<file path="config.mk">
export PLATFORM = sky130hd
export DESIGN_NAME = demux_1to2_32bit_reg
export DESIGN_NICKNAME = d
export VERILOG_FILES = /design/src/rtl/ucd_digital_pkg.sv /design/src/rtl/demux_1to2_32bit_reg_slot.sv /design/src/rtl/demux_1to2_32bit_reg.sv
export SDC_FILE = /design/constraint.sdc
export NUM_CORES = 1
export LEC_CHECK = 0
export BUFFER_PORTS_ARGS = -buffer_cell sky130_fd_sc_hd__buf_2
export CORE_MARGIN = 2
export CORE_UTILIZATION = 35
export CTS_CLUSTER_DIAMETER = 40
export CTS_CLUSTER_SIZE = 30
export DETAILED_ROUTE_END_ITERATION = 10
export PLACE_DENSITY_LB_ADDON = 0.2
export SLEW_MARGIN = 10
export SYNTH_ARGS = -nofsm -noshare
export SYNTH_HDL_FRONTEND = slang
export SYNTH_SLANG_ARGS = --single-unit
</file>
<file path="constraint.sdc">
create_clock -name Clock -period 1.3 [get_ports Clock]
set_input_delay 0.13 -clock Clock [delete_from_list [all_inputs] [get_ports Clock]]
set_output_delay 0.13 -clock Clock [all_outputs]
set_load 0.02 [all_outputs]
</file>
<file path="src/rtl/ucd_digital_pkg.sv">
// Shared definitions for the ucd digital datapath blocks: select encodings,
// default widths and the per-slot occupancy state.
package ucd_digital_pkg;

    localparam logic SEL_OUT0 = 1'b0;
    localparam logic SEL_OUT1 = 1'b1;

    localparam int unsigned DEFAULT_WIDTH     = 32;
    localparam int unsigned DEFAULT_CNT_WIDTH = 8;

    typedef enum logic {
        SLOT_EMPTY = 1'b0,
        SLOT_FULL  = 1'b1
    } slot_state_e;

endpackage

</file>
<file path="src/rtl/demux_1to2_32bit_reg_slot.sv">
// One output slot of the registered demux: single-entry holding register,
// valid flag, ready term towards the producer and a wrapping delivery counter.
module demux_slot
    import ucd_digital_pkg::*;
#(
    parameter int unsigned WIDTH     = DEFAULT_WIDTH,
    parameter int unsigned CNT_WIDTH = DEFAULT_CNT_WIDTH
) (
    input  logic                 clk,
    input  logic                 rst_n,
    input  logic                 load,
    input  logic [WIDTH-1:0]     din,
    input  logic                 out_ready,
    output logic [WIDTH-1:0]     dout,
    output logic                 valid,
    output logic                 slot_ready,
    output logic [CNT_WIDTH-1:0] count
);

    slot_state_e state_q, state_d;
    logic        deliver;

    always_ff @(posedge clk or negedge rst_n) begin
        if (!rst_n) begin
            state_q <= SLOT_EMPTY;
        end else begin
            state_q <= state_d;
        end
    end

    // A load always wins over a drain, so load+deliver stays FULL.
    always_comb begin
        state_d = state_q;
        case (state_q)
            SLOT_EMPTY: if (load) state_d = SLOT_FULL;
            SLOT_FULL: begin
                if (load) begin
                    state_d = SLOT_FULL;
                end else if (out_ready) begin
                    state_d = SLOT_EMPTY;
                end
            end
        endcase
    end

    always_comb begin
        valid      = (state_q == SLOT_FULL);
        deliver    = valid & out_ready;
        slot_ready = ~valid | out_ready;
    end

    // Data is not cleared on drain; it keeps the last delivered word.
    always_ff @(posedge clk or negedge rst_n) begin
        if (!rst_n) begin
            dout <= '0;
        end else if (load) begin
            dout <= din;
        end
    end

    always_ff @(posedge clk or negedge rst_n) begin
        if (!rst_n) begin
            count <= '0;
        end else if (deliver) begin
            count <= count + CNT_WIDTH'(1);
        end
    end

endmodule

</file>
<file path="src/rtl/demux_1to2_32bit_reg.sv">
// Registered 1-to-2 demultiplexer: steers the input stream to one of two
// independently stalling output slots according to Select.
module demux_1to2_32bit_reg
    import ucd_digital_pkg::*;
#(
    parameter int unsigned WIDTH     = DEFAULT_WIDTH,
    parameter int unsigned CNT_WIDTH = DEFAULT_CNT_WIDTH
) (
    input  logic                 Clock,
    input  logic                 Reset_n,
    input  logic [WIDTH-1:0]     In,
    input  logic                 In_Valid,
    input  logic                 Select,
    output logic                 In_Ready,
    output logic [WIDTH-1:0]     Out0,
    output logic                 Out0_Valid,
    input  logic                 Out0_Ready,
    output logic [WIDTH-1:0]     Out1,
    output logic                 Out1_Valid,
    input  logic                 Out1_Ready,
    output logic [CNT_WIDTH-1:0] Count0,
    output logic [CNT_WIDTH-1:0] Count1
);

    logic             load0, load1;
    logic             ready0, ready1;
    logic [WIDTH-1:0] din;

    // An unknown Select loads unknown data into both slots, like the mux's default arm.
    always_comb begin
        load0    = 1'b0;
        load1    = 1'b0;
        din      = In;
        In_Ready = 1'b0;
        case (Select)
            SEL_OUT0: begin
                In_Ready = ready0;
                load0    = In_Valid & ready0;
            end
            SEL_OUT1: begin
                In_Ready = ready1;
                load1    = In_Valid & ready1;
            end
            default: begin
                In_Ready = 1'bx;
                load0    = In_Valid;
                load1    = In_Valid;
                din      = 'x;
            end
        endcase
    end

    demux_slot #(
        .WIDTH    (WIDTH),
        .CNT_WIDTH(CNT_WIDTH)
    ) u_slot0 (
        .clk       (Clock),
        .rst_n     (Reset_n),
        .load      (load0),
        .din       (din),
        .out_ready (Out0_Ready),
        .dout      (Out0),
        .valid     (Out0_Valid),
        .slot_ready(ready0),
        .count     (Count0)
    );

    demux_slot #(
        .WIDTH    (WIDTH),
        .CNT_WIDTH(CNT_WIDTH)
    ) u_slot1 (
        .clk       (Clock),
        .rst_n     (Reset_n),
        .load      (load1),
        .din       (din),
        .out_ready (Out1_Ready),
        .dout      (Out1),
        .valid     (Out1_Valid),
        .slot_ready(ready1),
        .count     (Count1)
    );

endmodule

</file>
# [Word level (Yosys, flattened, before mapping)]
# Index checks and enable logic that the tools add are counted.
[word_totals] register_bits=82 input_bits=38
[op_classes] addsub=2 muxes=11 n_bitwise=9
[ops] op="adder 8 x 1 -> 8 bit (second input constant)" count=2
[ops] op="two-way mux 1 bit" count=8
[ops] op="case mux 1 bit (2 select lines)" count=3
[ops] op="bitwise AND 1 bit" count=4
[ops] op="NOT 1 bit" count=3
[ops] op="OR 1 bit" count=2

# [Depth between registers and ports, before layout]
# Gate-level depths: netlist (run 1).
[logic_depth] depth_word=6 mapped_depth=5 depth_no_buf=4

# [By module]
# A second synthesis (run 1) with hierarchy kept.
[unflattened] cells_unflattened=203 hier_area_um2=3185.6
[by_module_without_submodules] mod="demux_slot" n_inst=2 cells_per_inst=100 area_per_inst_um2=1576.5 seq_area_each_um2=1026.0
[by_module_without_submodules] mod="demux_1to2_32bit_reg" n_inst=1 cells_per_inst=3 area_per_inst_um2=32.5 seq_area_each_um2=0.0

# [Least setup slack after synthesis (run 1)]
# OpenSTA, ideal clock, no wires.
[synth_path] path_type="reg2reg" start="reg u_slot0.state_q, in the netlist u_slot0.valid" end="reg u_slot0.dout[10]" arrival_ns=1.387 slack_ns=-0.212 stages_incl_launch_ff=5 synth_period_minus_slack_ns=1.512 path_cell_list="dfrtp_1 -> nand2b_1 -> nor3b_4 -> buf_6 -> mux2_2"
[synth_between] elab_chain_cells=4
[synth_lines] item="from (decl)" line="demux_1to2_32bit_reg_slot.sv:20" source="slot_state_e state_q, state_d;"
[synth_lines] item="from (signal assigned)" line="demux_1to2_32bit_reg_slot.sv:27" source="state_q <= state_d;"
[synth_lines] item="NOT 1 bit" line="demux_1to2_32bit_reg_slot.sv:49" source="slot_ready = ~valid | out_ready;"
[synth_lines] item="OR 1 bit" line="demux_1to2_32bit_reg_slot.sv:49"
[synth_lines] item="bitwise AND 1 bit" line="demux_1to2_32bit_reg.sv:38" source="load0 = In_Valid & ready0;"
[synth_lines] item="two-way mux 1 bit" line="demux_1to2_32bit_reg.sv:35" source="case (Select)"
[synth_lines] item="to (signal assigned)" line="demux_1to2_32bit_reg_slot.sv:57" source="dout <= din;"
[synth_lines] item="to (decl)" line="demux_1to2_32bit_reg_slot.sv:14" source="output logic [WIDTH-1:0] dout,"
# No other way between the ends.
# A chain may end at the register's enable or synchronous reset.

# [Final worst setup path (run 1)]
[layout_path] start="reg u_slot0.state_q, in the netlist u_slot0.valid" end="reg u_slot0.dout[30]"
# The elaborated chain is that of the path after synthesis.

==> flow_summary.json, run 1 <==
{
  "cts_buffers": 9,
  "rows": 34,
  "die_height_um": 99.6,
  "stdcell_area_sq_um": 4510,
  "core_sq_um": 8810,
  "endpoint_kind": "flip-flop",
  "grt_pass1_vias": 2202,
  "antenna_found_initial": 0,
  "htreeDepth": 3,
  "slew_headroom_pct": 70.4,
  "clock_sinks": 82,
  "grt_setup_unrepaired": "true",
  "drive_gt1_share_pct": 65.3,
  "synth_compound_area_share_pct": 0.157,
  "setup-violations-final": 65,
  "instances_no_fill": 462,
  "wl_per_cell_um": 15.4,
  "yosys_warnings": 0,
  "outcome": "complete, but fails checks",
  "post-route-period-util_pct": 111,
  "grt.total_usage_pct": 14.6,
  "synth_cells": 204,
  "cellLeakagePower_nw": 2.26,
  "crit_fanout": 24,
  "synthTopCellsByArea": "dfrtp_1, mux2_2, xor2_1",
  "clockBufferDepth": 2,
  "synth.ff_latch_count": 82,
  "root_buffer": "clkbuf_8",
  "synth-simple-area-share_pct": 4.93,
  "cp.arrival_ps": 1660,
  "dpl.cell_count": 436,
  "area_growth_pct": 41.2,
  "path_clk_slew_ps": 90,
  "vias_per_cell": 4.65,
  "peakVddDrop_v": 0.000784,
  "tightestPinTransition_ps": 445,
  "hpwlAfterDp_um": 4620,
  "setup_slack_ps": -138,
  "cts_tree": "built",
  "synth_top_family_by_area": "multiplexers",
  "vias": 2148,
  "min_period_ps": 1440,
  "cp-start-kind": "flip-flop",
  "drtPass1Iterations": 4,
  "grt_max_degree": 83,
  "synth_top_area_share_pct": 64.2,
  "timing.fmax_mhz": 695,
  "drt_iter0_markers": 44,
  "dp_slack_ps": -125,
  "grt-ovfl-total": 0,
  "ys_types": 19,
  "dieWidth_um": 99.6,
  "start_util_pct": 36.3,
  "drc_errors": 0,
  "slew_viol_final": 0,
  "postSynthAreaPerCell_sq_um": 15.7,
  "dpl-instance-area_sq_um": 4110,
  "hold_viol_final": 0,
  "synth_adder_area_share_pct": 0.783,
  "violations": "setup timing",
  "syn_area_sq_um": 3200,
  "io_buffers": 120,
  "wl_um": 7090,
  "power_mw": 7.59,
  "hold_path_class": "in -> reg",
  "clock_skew_ps": 7.10,
  "required_ps": 1520,
  "synthMuxAreaShare_pct": 23.7,
  "gp_congestion": 0.760,
  "design.die.area_sq_um": 9910,
  "clk-insertion-delay-late_ps": 340,
  "powerDensity_nw_per_um2": 1680,
  "synthXorXnorAreaFrac_pct": 3.84,
  "ant_nets": 0,
  "ios": 121,
  "drv_cap": 0,
  "yosysTopAreaCell": "dfrtp_1",
  "finalNetCount": 389,
  "syn-num-nets": 244,
  "crit_type": "reg -> reg",
  "antenna_cells": 0,
  "grt_pass1_wl_um": 11300,
  "ys_seq_area_share_pct": 64.2
}
routing by layer:
layer  global-route usage (%)  vias up  wire length, um  share of wire (%)
met3                     6.75        6              616                8.7
met5                        0        -                0                  0
met1                     19.3     1063             3160                 45
met4                     3.16        0               54               0.76
li1                         -      995                -                  -
met2                     22.2       84             3260                 46
synth_stat cells:
| library cell | n |
|---|---|
| clkbuf_2 | 1 |
| nor2b_1 | 1 |
| nor2_1 | 4 |
| nand2b_4 | 1 |
| mux2_2 | 66 |
| xnor2_1 | 4 |
| nor4_1 | 2 |
| ha_1 | 2 |
| inv_1 | 1 |
| o21ai_0 | 1 |
| nor3_1 | 4 |
| nand2_1 | 12 |
| dfrtp_1 | 82 |
| xor2_1 | 10 |
| nor3b_4 | 1 |
| buf_6 | 6 |
| mux2_4 | 1 |
| nand2b_1 | 1 |
| nand3_1 | 4 |
path summary, 6_finish.rpt:
path	startpoint	to	slack, ps	depth (start not counted)
min in group asynchronous	Reset_n	u_slot0.dout[11]	350	3
max	u_slot0.valid	u_slot0.dout[30]	-140	4
max in group asynchronous	Reset_n	u_slot1.valid	560	3
max reg2reg	u_slot0.valid	u_slot0.dout[30]	-140	4
min	In[11]	u_slot1.dout[11]	30	2
min reg2reg	u_slot0.count[7]	u_slot0.count[7]	480	1
metrics by stage:
| stage | util (%) | hold slack, ps | setup TNS [ps] |
|---|---|---|---|
| finish | 51.3 | 28.4 | -6000 |
| global route | 51.3 | 3.96 | -9840 |
| CTS | 50.8 | 3.71 | -6990 |
| detailed placement | 46.7 | 200 | -4850 |
| global placement | 46.7 | 201 | -4070 |
| floorplan | - | -166 | -8980 |
worst max-delay path, cell delays in order, from the launching register on:
cell and delay [ps]:
dfrtp_2 410, nand2b_1 90, nor3b_4 240, buf_12 230, mux2_2 360
power breakdown:
| part | switching [mW] | leakage [nW] | internal (mW) |
|---|---|---|---|
| Clock | 0.885 | 0.0958 | 0.876 |
| Combinational | 1.29 | 1.18 | 1.08 |
| Sequential | 0.380 | 0.980 | 3.08 |
| Total | 2.55 | 2.26 | 5.04 |
state kept, by name (all words and copies together) (netlist names):
| signal | flops |
|---|---|
| u_slot1.count | 8 |
| u_slot1.valid | 1 |
| u_slot1.dout | 32 |
| u_slot0.valid | 1 |
| u_slot0.dout | 32 |
| u_slot0.count | 8 |
cell usage in the layout (no fill, tap or decap), types with 2 or more instances in the layout:
| cell type | count |
|---|---|
| buf_12 | 5 |
| buf_16 | 2 |
| buf_2 | 117 |
| buf_4 | 9 |
| buf_6 | 5 |
| clkbuf_8 | 9 |
| clkinv_2 | 4 |
| dfrtp_1 | 80 |
| dfrtp_2 | 2 |
| dlygate4sd3_1 | 2 |
| ha_1 | 2 |
| mux2_2 | 33 |
| mux2_4 | 34 |
| nand2_1 | 11 |
| nand3_1 | 4 |
| nor2_1 | 4 |
| nor3_1 | 2 |
| nor3_2 | 2 |
| nor4_2 | 2 |
| xnor2_1 | 4 |
| xor2_1 | 10 |
cell families (layout without fill, tap and decap cells):
group / count (synthesis) / after routing
AOI/OAI and AO/OA: 1 / 1
xor gates and xnor gates: 14 / 14
adders and majority gates: 2 / 2
buffers and inverters: 8 / 158
DFF: 82 / 82
muxes: 67 / 67
and+or+nand+nor: 30 / 30
repair_timing:
item,in CTS,in global routing
cloned,3,1
hold buffers,1,1
resized for setup,12,7
buffers inserted,5,1
pin swaps,0,1
hold endpoints to repair,82,1
setup endpoints to repair,65,72
final cells by class:
class,count,area (sq um)
clock inverter,6,57.6
fill,809,4290
sequential,82,2050
tap,108,135
multi-input combinational,114,1220
timing repair buffer,141,910
clock buffer,10,128
inverter,1,3.75
Note: power is estimated with default switching activity, not from simulation.
==> run 2: changes to the inputs <==
SKIP_LAST_GASP = 1   (was not set)
==> run 2 against run 1 <==
Net effect: the flow still finishes with violations (setup timing); critical endpoint unchanged; sequential cell count is the same; total power shrank 0.13%; largest power group unchanged; critical path type unchanged; final cell count is the same; global-route usage is essentially flat; largest cell class unchanged.
==> flow_summary.json, run 2 (synthesized netlist as in run 1, its figures left out) <==
{
  "design.die.area_sq_um": 9910,
  "timing.fmax_mhz": 697,
  "grt_setup_unrepaired": "true",
  "vias_per_cell": 4.64,
  "final_util_pct": 51.2,
  "io_buffers": 120,
  "wl_per_cell_um": 15.3,
  "hp-start": "In[11]",
  "reg_top3": "u_slot0.dout (32), u_slot1.dout (32)",
  "slowest_delay_ps": 410,
  "slew_viol_final": 0,
  "cts_tree": "built",
  "grt_pass1_wl_um": 11300,
  "root_buffer": "clkbuf_8",
  "dpl-instance-area_sq_um": 4110,
  "drv_cap": 0,
  "ios": 121,
  "mostFrequentLayoutCells": "buf_2, dfrtp_1, mux2_2",
  "grt-ovfl-total": 0,
  "min_period_ps": 1430,
  "tightestPinTransition_ps": 450,
  "start_util_pct": 36.3,
  "outcome": "complete, but fails checks",
  "fillCellCount": 810,
  "clk-insertion-delay-late_ps": 340,
  "tns_ps": -6020,
  "hold_viol_final": 0,
  "use_met1_pct": 19.3,
  "crit_type": "reg -> reg",
  "endpoint_kind": "flip-flop",
  "core_sq_um": 8810,
  "r2r_setup_slack_ps": -130,
  "cp_top_family": "flip-flops",
  "slowest_stage": "dfrtp_2",
  "use_met3_pct": 6.61,
  "final_common_cell": "buf_2",
  "crit_fanout": 24,
  "cp.arrival_ps": 1650,
  "cp.buffers_inverters": 1,
  "grt_max_degree": 83,
  "dieWidth_um": 99.6,
  "met2_usage_pct": 22.1,
  "drtPass1Iterations": 4,
  "cts_buffers": 9,
  "gp_congestion": 0.760,
  "hpwlAfterDp_um": 4620,
  "setup_slack_ps": -134,
  "grt.total_usage_pct": 14.6,
  "instances_no_fill": 462,
  "slew_headroom_pct": 70.0,
  "path_cells": "nand2b_1 -> nor3b_4 -> buf_12 -> mux2_2",
  "area_growth_pct": 40.9,
  "dpl.cell_count": 436,
  "cellLeakagePower_nw": 2.25,
  "peakVddDrop_v": 0.000784,
  "violations": "setup timing",
  "wl_um": 7070,
  "powerDensity_nw_per_um2": 1680,
  "setup-violations-final": 65,
  "antenna_found_initial": 0,
  "drc_errors": 0,
  "drt_iter0_markers": 36,
  "rows": 34,
  "finalNetCount": 389,
  "ant_nets": 0,
  "clock_sinks": 82,
  "stdcell_area_sq_um": 4510,
  "r2r_start": "u_slot0.valid",
  "grt-busiest-layer": "met2",
  "htreeDepth": 3,
  "post-route-period-util_pct": 110,
  "clockBufferDepth": 2,
  "rr_worst_depth": 4,
  "timing.rr.end": "u_slot0.dout[30]",
  "cp-startpoint": "u_slot0.valid",
  "grt_pass1_vias": 2200,
  "antenna_cells": 0,
  "cp.depth": 4,
  "path_clk_slew_ps": 90,
  "vias": 2142,
  "hold_path_class": "in -> reg",
  "endpoint": "u_slot0.dout[30]",
  "timing.hold.ws_ps": 28.7,
  "cp-start-kind": "flip-flop",
  "drive_gt1_share_pct": 65.3,
  "required_ps": 1520,
  "die_height_um": 99.6,
  "clock_skew_ps": 6.46
}
[run 2: cell counts in the layout (fill, tap and decap cells not counted)]
Identical to the previous run, type by type.
[run 2: timing repair]
| item | in CTS | in global routing |
|---|---|---|
| resized for setup | 7 | 10 |
| hold buffers | 1 | 1 |
| setup buffers | 5 | 1 |
| gates cloned | 3 | 1 |
| setup endpoints to repair | 65 | 71 |
| pin swaps | 0 | 2 |
| endpoints found under the hold margin | 82 | 1 |
[run 2: power breakdown]
group          leakage (nW)  internal (mW)  switching [mW]
clock network        0.0958          0.876           0.885
logic                  1.17           1.07            1.29
registers             0.980           3.08           0.378
[run 2: per-stage QoR]
step	setup slack [ps]	total power [mW]
6_report	-134	7.58
5_1_grt	-204	8.03
4_1_cts	-159	7.68
3_5_place_dp	-125	5.80
3_3_place_gp	-112	5.77
2_1_floorplan	-182	4.91
[run 2: how the worst min path moves through the flow]
stage	end	slack (ps)	depth (start not counted)
6_report	u_slot1.dout[11]	30	2
5_1_grt	u_slot1.dout[11]	4	2
4_1_cts	u_slot1.dout[16]	4	2
3_5_place_dp	u_slot1.dout[11]	200	2
3_3_place_gp	u_slot1.dout[11]	200	2
2_1_floorplan	u_slot0.count[0]	-170	0
[run 2: layer usage]
metal	part of all wire [%]	routed length, um	up-vias
met4	0.76	54	0
met3	8.6	608	6
li1	-	-	994
met2	46	3270	82
met1	44	3140	1060
met5	0	0	-
[run 2: final cells by class]
type	instances	area [sq um]	area share (%)
sequential	82	2050	45.6
multi-input combinational	114	1220	27.0
timing repair buffer	141	910	20.2
tap	108	135	3.00
clock buffer	10	128	2.83
clock inverter	6	57.6	1.28
inverter	1	3.75	0.0833
